[src/rtl/shared_pipe_arb_pkg.sv]
// Shared definitions for the two-requester arbitrated pipeline:
// default sizing, the depth ceiling, the requester-id type and the
// round-robin pick used by the arbiter.
package shared_pipe_arb_pkg;

   // Default width of one data word.
   localparam int DATA_W_DEF = 8;

   // Default number of register stages in the shared pipeline.
   localparam int DEPTH_DEF  = 2;

   // Largest supported pipeline depth.
   localparam int DEPTH_MAX  = 8;

   // Identifies which requester a word came from (0 or 1).
   typedef logic req_id_t;

   // Round-robin winner between two requesters. A lone valid requester
   // always wins; on a tie the one that did not win last time is chosen.
   // With no valid requester the result is irrelevant and defaults to 0.
   function automatic req_id_t rr_pick(input logic    i_v0,
                                       input logic    i_v1,
                                       input req_id_t i_last);
      req_id_t w_win;
      if (i_v0 && i_v1) begin
         w_win = ~i_last;
      end else if (i_v1) begin
         w_win = 1'b1;
      end else begin
         w_win = 1'b0;
      end
      return w_win;
   endfunction

endpackage

[src/rtl/shared_pipe_arb_pipe_stage.sv]
// One stage of the shared pipeline: a valid bit plus the data word and
// its requester id. The valid bit has a synchronous clear that wins over
// the load enable; data and id carry no reset because they are only
// meaningful while valid is set.
module pipe_stage
   import shared_pipe_arb_pkg::*;
#(
   parameter int DATA_W = DATA_W_DEF
) (
   input  logic              clk,
   input  logic              i_clr,
   input  logic              i_load,
   input  logic              i_vld,
   input  logic [DATA_W-1:0] i_data,
   input  req_id_t           i_id,
   output logic              o_vld,
   output logic [DATA_W-1:0] o_data,
   output req_id_t           o_id
);

   logic              r_vld;
   logic [DATA_W-1:0] r_data;
   req_id_t           r_id;

   // Valid bit: cleared by reset, otherwise follows the upstream valid on load.
   always_ff @(posedge clk) begin
      if (i_clr) begin
         r_vld <= 1'b0;
      end else if (i_load) begin
         r_vld <= i_vld;
      end
   end

   // Payload: captured on every load, held while the pipeline stalls.
   always_ff @(posedge clk) begin
      if (i_load) begin
         r_data <= i_data;
         r_id   <= i_id;
      end
   end

   assign o_vld  = r_vld;
   assign o_data = r_data;
   assign o_id   = r_id;

endmodule

[src/rtl/shared_pipe_arb.sv]
// Two requesters share one DEPTH-stage pipeline. A round-robin arbiter
// picks which requester may load stage 0; the whole pipeline shifts in
// lock-step whenever the last stage is empty or being drained, and holds
// entirely otherwise (no bubble squeezing). Every word carries the index
// of the requester that sent it.
module shared_pipe_arb
   import shared_pipe_arb_pkg::*;
#(
   parameter int DATA_W = DATA_W_DEF,
   parameter int DEPTH  = DEPTH_DEF
) (
   input  logic              clk,
   input  logic              rst,
   input  logic              req0_valid,
   input  logic [DATA_W-1:0] req0_data,
   output logic              req0_ready,
   input  logic              req1_valid,
   input  logic [DATA_W-1:0] req1_data,
   output logic              req1_ready,
   output logic              out_valid,
   output logic [DATA_W-1:0] out_data,
   output req_id_t           out_id,
   input  logic              out_ready,
   output logic              busy
);

   // Requester that won the most recent transfer; a tie goes to the other one.
   req_id_t           r_last_grant;

   // Stage outputs.
   logic [DEPTH-1:0]  w_stg_vld;
   logic [DATA_W-1:0] w_stg_data [DEPTH];
   req_id_t           w_stg_id   [DEPTH];

   // Stage inputs: stage 0 from the arbiter, stage N+1 from stage N.
   logic [DEPTH-1:0]  w_in_vld;
   logic [DATA_W-1:0] w_in_data  [DEPTH];
   req_id_t           w_in_id    [DEPTH];

   logic              w_last_vld;
   logic              w_advance;
   req_id_t           w_grant;
   logic              w_rdy0;
   logic              w_rdy1;
   logic              w_xfer;
   logic [DATA_W-1:0] w_grant_data;

   // The pipeline moves only as a whole: when the output slot is free or
   // is being consumed this cycle.
   assign w_last_vld = w_stg_vld[DEPTH-1];
   assign w_advance  = !w_last_vld || out_ready;

   // The grant is decided from the current valids alone; readiness then
   // qualifies it with advance, so a stalled pipe grants nothing and the
   // round-robin pointer stays put.
   assign w_grant = rr_pick(req0_valid, req1_valid, r_last_grant);

   // Reset suppresses both readies so no word can slip in on a reset edge.
   assign w_rdy0 = !rst && w_advance && (w_grant == 1'b0) && req0_valid;
   assign w_rdy1 = !rst && w_advance && (w_grant == 1'b1) && req1_valid;
   assign w_xfer = w_rdy0 || w_rdy1;

   assign w_grant_data = (w_grant == 1'b1) ? req1_data : req0_data;

   // Round-robin pointer: moves to the winner only when a word is accepted.
   always_ff @(posedge clk) begin
      if (rst) begin
         r_last_grant <= 1'b1;
      end else if (w_xfer) begin
         r_last_grant <= w_grant;
      end
   end

   // Stage 0 takes the granted word, or a bubble when nothing transferred.
   assign w_in_vld[0]  = w_xfer;
   assign w_in_data[0] = w_grant_data;
   assign w_in_id[0]   = w_grant;

   for (genvar gi = 0; gi < DEPTH; gi++) begin : g_stage
      if (gi > 0) begin : g_chain
         assign w_in_vld[gi]  = w_stg_vld[gi-1];
         assign w_in_data[gi] = w_stg_data[gi-1];
         assign w_in_id[gi]   = w_stg_id[gi-1];
      end

      pipe_stage #(
         .DATA_W (DATA_W)
      ) u_stage (
         .clk    (clk),
         .i_clr  (rst),
         .i_load (w_advance),
         .i_vld  (w_in_vld[gi]),
         .i_data (w_in_data[gi]),
         .i_id   (w_in_id[gi]),
         .o_vld  (w_stg_vld[gi]),
         .o_data (w_stg_data[gi]),
         .o_id   (w_stg_id[gi])
      );
   end

   // Status outputs are masked by reset so they read 0 in the reset cycle
   // itself, not only after the clearing edge.
   assign req0_ready = w_rdy0;
   assign req1_ready = w_rdy1;
   assign out_valid  = w_last_vld && !rst;
   assign out_data   = w_stg_data[DEPTH-1];
   assign out_id     = w_stg_id[DEPTH-1];
   assign busy       = (|w_stg_vld) && !rst;

endmodule
[config.mk]
export PLATFORM = sky130hd
export DESIGN_NAME = shared_pipe_arb
export DESIGN_NICKNAME = d
export VERILOG_FILES = /design/src/rtl/shared_pipe_arb_pkg.sv /design/src/rtl/shared_pipe_arb_pipe_stage.sv /design/src/rtl/shared_pipe_arb.sv
export SDC_FILE = /design/constraint.sdc
export NUM_CORES = 1
export LEC_CHECK = 0
export ABC_AREA = 1
export BUFFER_PORTS_ARGS = -buffer_cell sky130_fd_sc_hd__buf_2
export CAP_MARGIN = 20
export CORE_UTILIZATION = 45
export CTS_CLUSTER_DIAMETER = 30
export DETAILED_ROUTE_END_ITERATION = 10
export PLACE_DENSITY = 0.86
export SYNTH_ARGS = -nofsm -noshare
export SYNTH_HDL_FRONTEND = slang
export SYNTH_SLANG_ARGS = --single-unit
export TNS_END_PERCENT = 20
[constraint.sdc]
create_clock -name clk -period 1.4 [get_ports clk]
set_input_delay 0.14 -clock clk [delete_from_list [all_inputs] [get_ports clk]]
set_output_delay 0.14 -clock clk [all_outputs]
set_load 0.02 [all_outputs]
==> results.txt, run 1 <==
- The run finished with clean final reports.
* Fin crit share: 93.85%
- The tool flagged a number of max-cap violations equal to 0.
- Antenna-violating nets left: 0
- Clock insertion delay at the later pin of the skew report: 290 ps
- Number of hold-slack violations in the final timing report: 0
* Yosys synthesis warning count: 0
* Cell Pwr Density: 1201 mW/mm²
- Setup skew after layout: 0.6310 ps
- Initial antenna violation count: 0
- At the pin with the least slew margin, the transition time is 238.5 ps.
- After the first detailed-routing iteration, the DRC count stood at 18.
* Final critical delay including setup and external delays: 1314 ps
* Post-Route WL: 1.281 mm
- Slew Viols, Final: 0
- The worst setup path is of the flip-flop to output pin kind.
- Part of the total power dissipated in combinational logic: 16.1%
- Highest-delay cell along the critical path: sky130_fd_sc_hd__dfxtp_1
- Maximum frequency from static timing analysis: 0.7611 GHz
- Worst endpoint data arrival time: 1170 ps
* Die boundary width: 44.35 µm
* Tot Pwr: 1249 µW
- Element type at the critical path end: output pin
- Counting along the longest clock path gives a buffer depth of 2.
- Vias per cell: 4.586
- Die ar.: 0.001967 mm²
* Hold Worst Slack: 52.85 ps
* Detailed-router iteration count before antenna repair: 4
* Per-cell routed wire length: 10.01 µm
* Overall overflow remaining after global route: 0
- Of the total power, the share spent switching nets is 24.34%.
- Distinct cell type count of the synthesized netlist: 13
* # rows: 14
- Timing analysis after detailed placement gives a worst setup slack of 279.2 ps.
* Kind of start point of the critical path: flip-flop
- Routability-driven placement finished with a final weighted congestion of 0.6877.
- Crit path buffers/inverters: 3
* Leakage power total: 0.0005142 µW
- Net count after synthesis: 87
* Int Pwr: 945.1 µW
- Vias: 587
* Global routing usage summed across all routing layers: 13.91%
- Smallest setup slack after layout: 86.05 ps
* Area taken by flip-flops and latches: 600.6 µm²
- The finished layout holds 128 standard cells, fillers aside.
- For the worst setup path, the data required time is 1260 ps.
- Starting density of the core: 50.63%
- Peak per-stage delay on the critical path: 360 ps
- Entering global routing, the biggest net connects 20 pins.
- In the final design database the tool counted 126 nets.
- Setup violations remaining at the end of the flow were counted as 0.
* Max-slew headroom: 84.10%
* Worst Hold Class: input port to flip-flop
- 34 I/O pins were placed.
- Post-route DRC violation count: 0
- Relative contribution of the clock network to total power: 21.6%
* Peak VDD IR: 651.6 µV
- Cells after DPL: 123
- The cell sitting at the root of the clock tree is a sky130_fd_sc_hd__clkbuf_4.
- Seq pwr share: 62.3%
- CTS built an H-tree with a depth of 1.
- Summed over all nets, the half-perimeter wirelength after detailed placement is 939.1 µm.
- CP max FO: 11
- Port-buffer cells: 33
- Synthesis produced 66 cells.
- Cells fill 65.23% of the core in the end.
- The first global-routing pass estimated 1.918 mm of wire.
* Sequence of cells on the critical path: nand2_2 -> nand2_4 -> inv_6 -> nand2_1 -> inv_1 -> buf_4
* Clock slew at the register clock pins of the worst setup and hold paths: 100 ps
- Share of synthesized area occupied by flip-flops and latches: 74.42%
- TritonCTS Buffers: 3
- Dividing the synthesized area by the synthesized cell count gives 12.23 µm².
- Area of the multi-input gates: 172.7 µm²
- Antenna diode count: 0
- Number of clock sinks seen by CTS: 21
- Core region area: 0.001594 mm²
- Relative to the synthesized area, the layout overhead comes to 28.84%.
* Psw: 304.0 µW
* Die Ht: 44.35 µm
- Number of fill cells in the layout: 124
- The synthesized design contains 21 register bits.
- Post-synthesis instance area: 807.0 µm²
- Buffers inserted to repair hold after CTS numbered 0.
- On the critical path the largest part of the delay comes from flip-flops.
* Clock tree from TritonCTS: yes
- Proportion of layout cells with a drive suffix above 1: 41.35%
- Minimum setup slack among reg-to-reg paths: 390 ps
- Number of global-route vias before repair: 491
-- area by class of cell --
cell class | instances | area share [%]
inverters | 6 | 2.647
flip-flops and latches | 21 | 57.76
repair buffers | 35 | 17.57
clock buffers | 4 | 2.527
well taps | 24 | 2.888
multi-input cells | 38 | 16.61
-- per-layer routing --
metal | part of all wire [%] | track usage [%] | wire (µm) | vias to the layer above
met2 | 51 | 22.94 | 656 | 26
met4 | 1.0 | 9.091 | 13 | 0
met1 | 43 | 15.89 | 546 | 263
met3 | 5.1 | 3.673 | 65 | 2
met5 | 0 | 0 | 0 | -
li1 | - | - | - | 296
-- what timing repair did --
action | CTS | global route
endpoints found under the setup margin | 1 | 1
pin swaps | 0 | 1
buffers inserted | 0 | 1
gates resized for setup | 1 | 2
-- sequential cells by signal (all words and copies together), names as in the netlist --
| signal | cells |
|---|---|
| g_stage.u_stage.o_vld | 2 |
| g_stage.u_stage.o_id | 2 |
| g_stage.u_stage.o_data | 16 |
| r_last_grant | 1 |
-- cell usage in the layout, fill, tap and decap left out --
cell                        n
sky130_fd_sc_hd__edfxtp_1  18
sky130_fd_sc_hd__nand3_1    3
sky130_fd_sc_hd__clkbuf_1   1
sky130_fd_sc_hd__inv_6      1
sky130_fd_sc_hd__nor2_4     1
sky130_fd_sc_hd__nand2_4    1
sky130_fd_sc_hd__buf_2     32
sky130_fd_sc_hd__nand4_1    1
sky130_fd_sc_hd__dfxtp_1    3
sky130_fd_sc_hd__inv_1      5
sky130_fd_sc_hd__nand2_2    2
sky130_fd_sc_hd__buf_4      3
sky130_fd_sc_hd__a21oi_1    3
sky130_fd_sc_hd__nor2_1     1
sky130_fd_sc_hd__clkbuf_4   3
sky130_fd_sc_hd__nand2_1   26
-- path summary, 6_finish.rpt --
kind                                              startpoint                           end  cells past startpoint
worst max-delay path                            r_last_grant                    req1_ready                      6
worst min register to register  g_stage[0].u_stage.o_data[0]  g_stage[1].u_stage.o_data[0]                      0
worst min-delay path                                     rst      g_stage[1].u_stage.o_vld                      2
worst max register to register      g_stage[1].u_stage.o_vld  g_stage[0].u_stage.o_data[7]                      2
-- power by group through the flow --
stage	combinational, µW	sequential [µW]	clock (µW)
finish	201	779	270
detailed placement	194	794	0
CTS	196	780	283
floorplan	72.4	839	0
global placement	190	790	0
global route	217	785	312
-- cells by family after synthesis --
logic type / after synthesis / share of synthesized area [%]
flip-flops: 21 / 74.42
buffers and inverters: 7 / 4.186
AND/OR/NAND/NOR: 35 / 19.53
AO/OA/AOI/OAI: 3 / 1.860
-- synthesized netlist by cell type --
library cell	n	area, µm²
sky130_fd_sc_hd__nand2_2	2	12.51
sky130_fd_sc_hd__a21oi_1	3	15.01
sky130_fd_sc_hd__buf_6	1	11.26
sky130_fd_sc_hd__nand2_4	1	11.26
sky130_fd_sc_hd__nor2_1	1	3.750
sky130_fd_sc_hd__nand4_1	1	6.260
sky130_fd_sc_hd__nand2_1	26	97.59
sky130_fd_sc_hd__inv_1	5	18.77
sky130_fd_sc_hd__edfxtp_1	18	540.5
sky130_fd_sc_hd__dfxtp_1	3	60.06
sky130_fd_sc_hd__nand3_1	3	15.01
sky130_fd_sc_hd__inv_2	1	3.750
sky130_fd_sc_hd__nor2_4	1	11.26
-- per-stage QoR --
stage / instance area, µm² / TNS, ps
floorplan: 807.0 / 0
global placement: 998.5 / 0
detailed placement: 998.5 / 0
CTS: 1027 / 0
global route: 1040 / -3.278
finish: 1040 / 0
No activity file was read; power rests on OpenSTA's default activity.
==> run 2: changes to the inputs <==
--- a/config.mk
+++ b/config.mk
@@ -11,7 +11,7 @@
 export CORE_UTILIZATION = 45
 export CTS_CLUSTER_DIAMETER = 30
 export DETAILED_ROUTE_END_ITERATION = 10
-export PLACE_DENSITY = 0.86
+export PLACE_DENSITY = 0.75
 export SYNTH_ARGS = -nofsm -noshare
 export SYNTH_HDL_FRONTEND = slang
 export SYNTH_SLANG_ARGS = --single-unit
==> run 2 against run 1 <==
Clock skew up 14 ps. Core utilization up 1.6 points. First-iteration DRC count down 33%. Hold slack worse by 16 ps. Flip-flop and latch count unchanged. Sequential power about the same. Die area unchanged. Total power up 3.0%. Register-to-register slack worse by 50 ps. Critical path type unchanged. Largest cell class unchanged.
==> results.txt, run 2 (synthesis results as in run 1) <==
- At the pin with the least slew margin, the transition time is 239.2 ps.
- The setup path with the least slack is of type flip-flop to output pin.
- The routed layout has 579 vias.
- Element type at the critical path end: output pin
- STA puts the critical path data required time at 1260 ps.
* Status: finished, final reports clean
- Count of boundary I/O pins: 34
* Die boundary width: 44.35 µm
* RSZ-0062 raised after global routing: true
- Hold repair after CTS inserted 0 buffers.
* Setup skew after layout: 14.62 ps
- Cells fill 66.80% of the core in the end.
- Buffers placed on the I/O ports in this run total 33.
- In this run the number of H-tree levels came out at 1.
* Fin crit share: 96.13%
- # rows: 14
- Data arrives at the worst endpoint at 1210 ps.
* Antenna diode count: 0
- The final hold violation count was 0.
- Peak VDD IR: 706.3 µV
* Wire length of the first global-routing pass: 2.111 mm
* Clock Root Buffer: sky130_fd_sc_hd__clkbuf_4
* Area growth syn-to-layout: 31.94%
- The library cell used most frequently in the layout, excluding fill and tap cells, is sky130_fd_sc_hd__buf_2.
- For the final routed database, the setup TNS stands at 0 ps.
- Post-Route WL: 1.419 mm
* Max-cap check violation count: 0
- Kind of start point of the critical path: flip-flop
- In this run the remaining antenna-violating nets after routing total 0.
- In this run, CTS created clock tree buffers numbering 3.
* Final critical delay including setup and external delays: 1346 ps
- The clock net in this run drives a total of 21 sinks.
* Clock slew at the register clock pins of the worst setup and hold paths: 130 ps
- Detailed-router iteration count before antenna repair: 4
- Overall overflow remaining after global route: 0
- The HPWL after detailed placement is 1.015 mm.
* Cell Pwr Density: 1208 mW/mm²
- Maximum frequency from static timing analysis: 0.7431 GHz
- Die ar.: 0.001967 mm²
- In the routed design, unresolved DRC markers number 0.
* Initial antenna violation count: 0
- The post-route netlist has 45.28% of its cells at a drive strength greater than 1.
- In this run the deepest clock path goes through 2 buffers.
- After the first detailed-routing iteration, the DRC count stood at 12.
* Hold Worst Slack: 36.85 ps
- The worst hold path belongs to the class input port to flip-flop.
- The floorplan step defined a core boundary enclosing 0.001594 mm².
* Max-slew headroom: 84.06%
- Clock tree from TritonCTS: yes
* Vias per cell: 4.454
- Global routing usage summed across all routing layers: 15.44%
- At the end of routability-driven placement, the weighted congestion stood at 0.7611.
- The clock reaches the later pin of the worst-skew pair after 310 ps.
- In the final routed layout, each cell accounts on average for 10.92 µm.
- Starting density of the core: 50.63%
- Number of nets in the final layout: 128
* Slew Viols, Final: 0
* Die Ht: 44.35 µm
* Final count of negative-setup-slack endpoints: 0
* Number of flip-flops under the largest register name: 16
- Commonest non-fill, non-tap cells in the layout: sky130_fd_sc_hd__buf_2 (32), sky130_fd_sc_hd__nand2_1 (26), sky130_fd_sc_hd__edfxtp_1 (18), sky130_fd_sc_hd__inv_1 (5), sky130_fd_sc_hd__buf_4 (5)
- Of all nets on the critical path, the largest fanout is 9.
- Leakage power total: 0.0005306 µW
- The number of global-route vias before repair came to 520.
* Maximum number of pins on one net before global-route repair: 20
[run 2: cell type report]
class,instances,area [µm²]
Sequential cell,21,601.8
Fill cell,122,529.3
Timing Repair Buffer,37,197.7
Multi-Input combinational cell,38,177.7
Inverter,6,30.03
Tap cell,24,30.03
Clock buffer,3,22.52
Clock inverter,1,5.005
[run 2: worst paths after layout]
| kind | cells past startpoint | start | slack [ps] | end |
|---|---|---|---|---|
| max | 6 | r_last_grant | 50 | req1_ready |
| min | 2 | rst | 40 | g_stage[1].u_stage.o_vld |
| max reg2reg | 6 | r_last_grant | 340 | g_stage[0].u_stage.o_data[6] |
| min reg2reg | 0 | g_stage[0].u_stage.o_data[6] | 430 | g_stage[1].u_stage.o_data[6] |
[run 2: timing repair]
item	in CTS	in global routing
gates resized for setup	1	5
buffers inserted	0	3
setup endpoints to repair	1	2
pin swaps	0	0
[run 2: power breakdown]
part           switching [µW]  internal [µW]  leakage (µW)
combinational             130           78.6      0.000296
sequential               18.8            762      0.000216
clock                     190            107     0.0000177
[run 2: metal layers]
layer / vias up / GRT usage, % / part of all wire [%]
li1: 301 / - / -
met1: 258 / 18.48 / 43
met2: 18 / 25.59 / 51
met3: 2 / 3.673 / 4.1
met4: 0 / 8.485 / 1.7
met5: - / 0 / 0
[run 2: critical path: stages (launching register included)]
cell	delay, ps
sky130_fd_sc_hd__dfxtp_2	350
sky130_fd_sc_hd__nand2_2	60
sky130_fd_sc_hd__nand2_4	130
sky130_fd_sc_hd__inv_8	60
sky130_fd_sc_hd__nand2_1	100
sky130_fd_sc_hd__inv_1	50
sky130_fd_sc_hd__buf_4	150
[run 2: metrics by stage]
step	instance area [µm²]	cells	setup WS [ps]	power (µW)
floorplan	807.0	66	32.46	911.0
global placement	998.5	123	332.7	982.1
detailed placement	998.5	123	300.7	991.3
CTS	1028	127	9.306	1278
global route	1065	130	-20.18	1343
finish	1065	130	54.23	1286
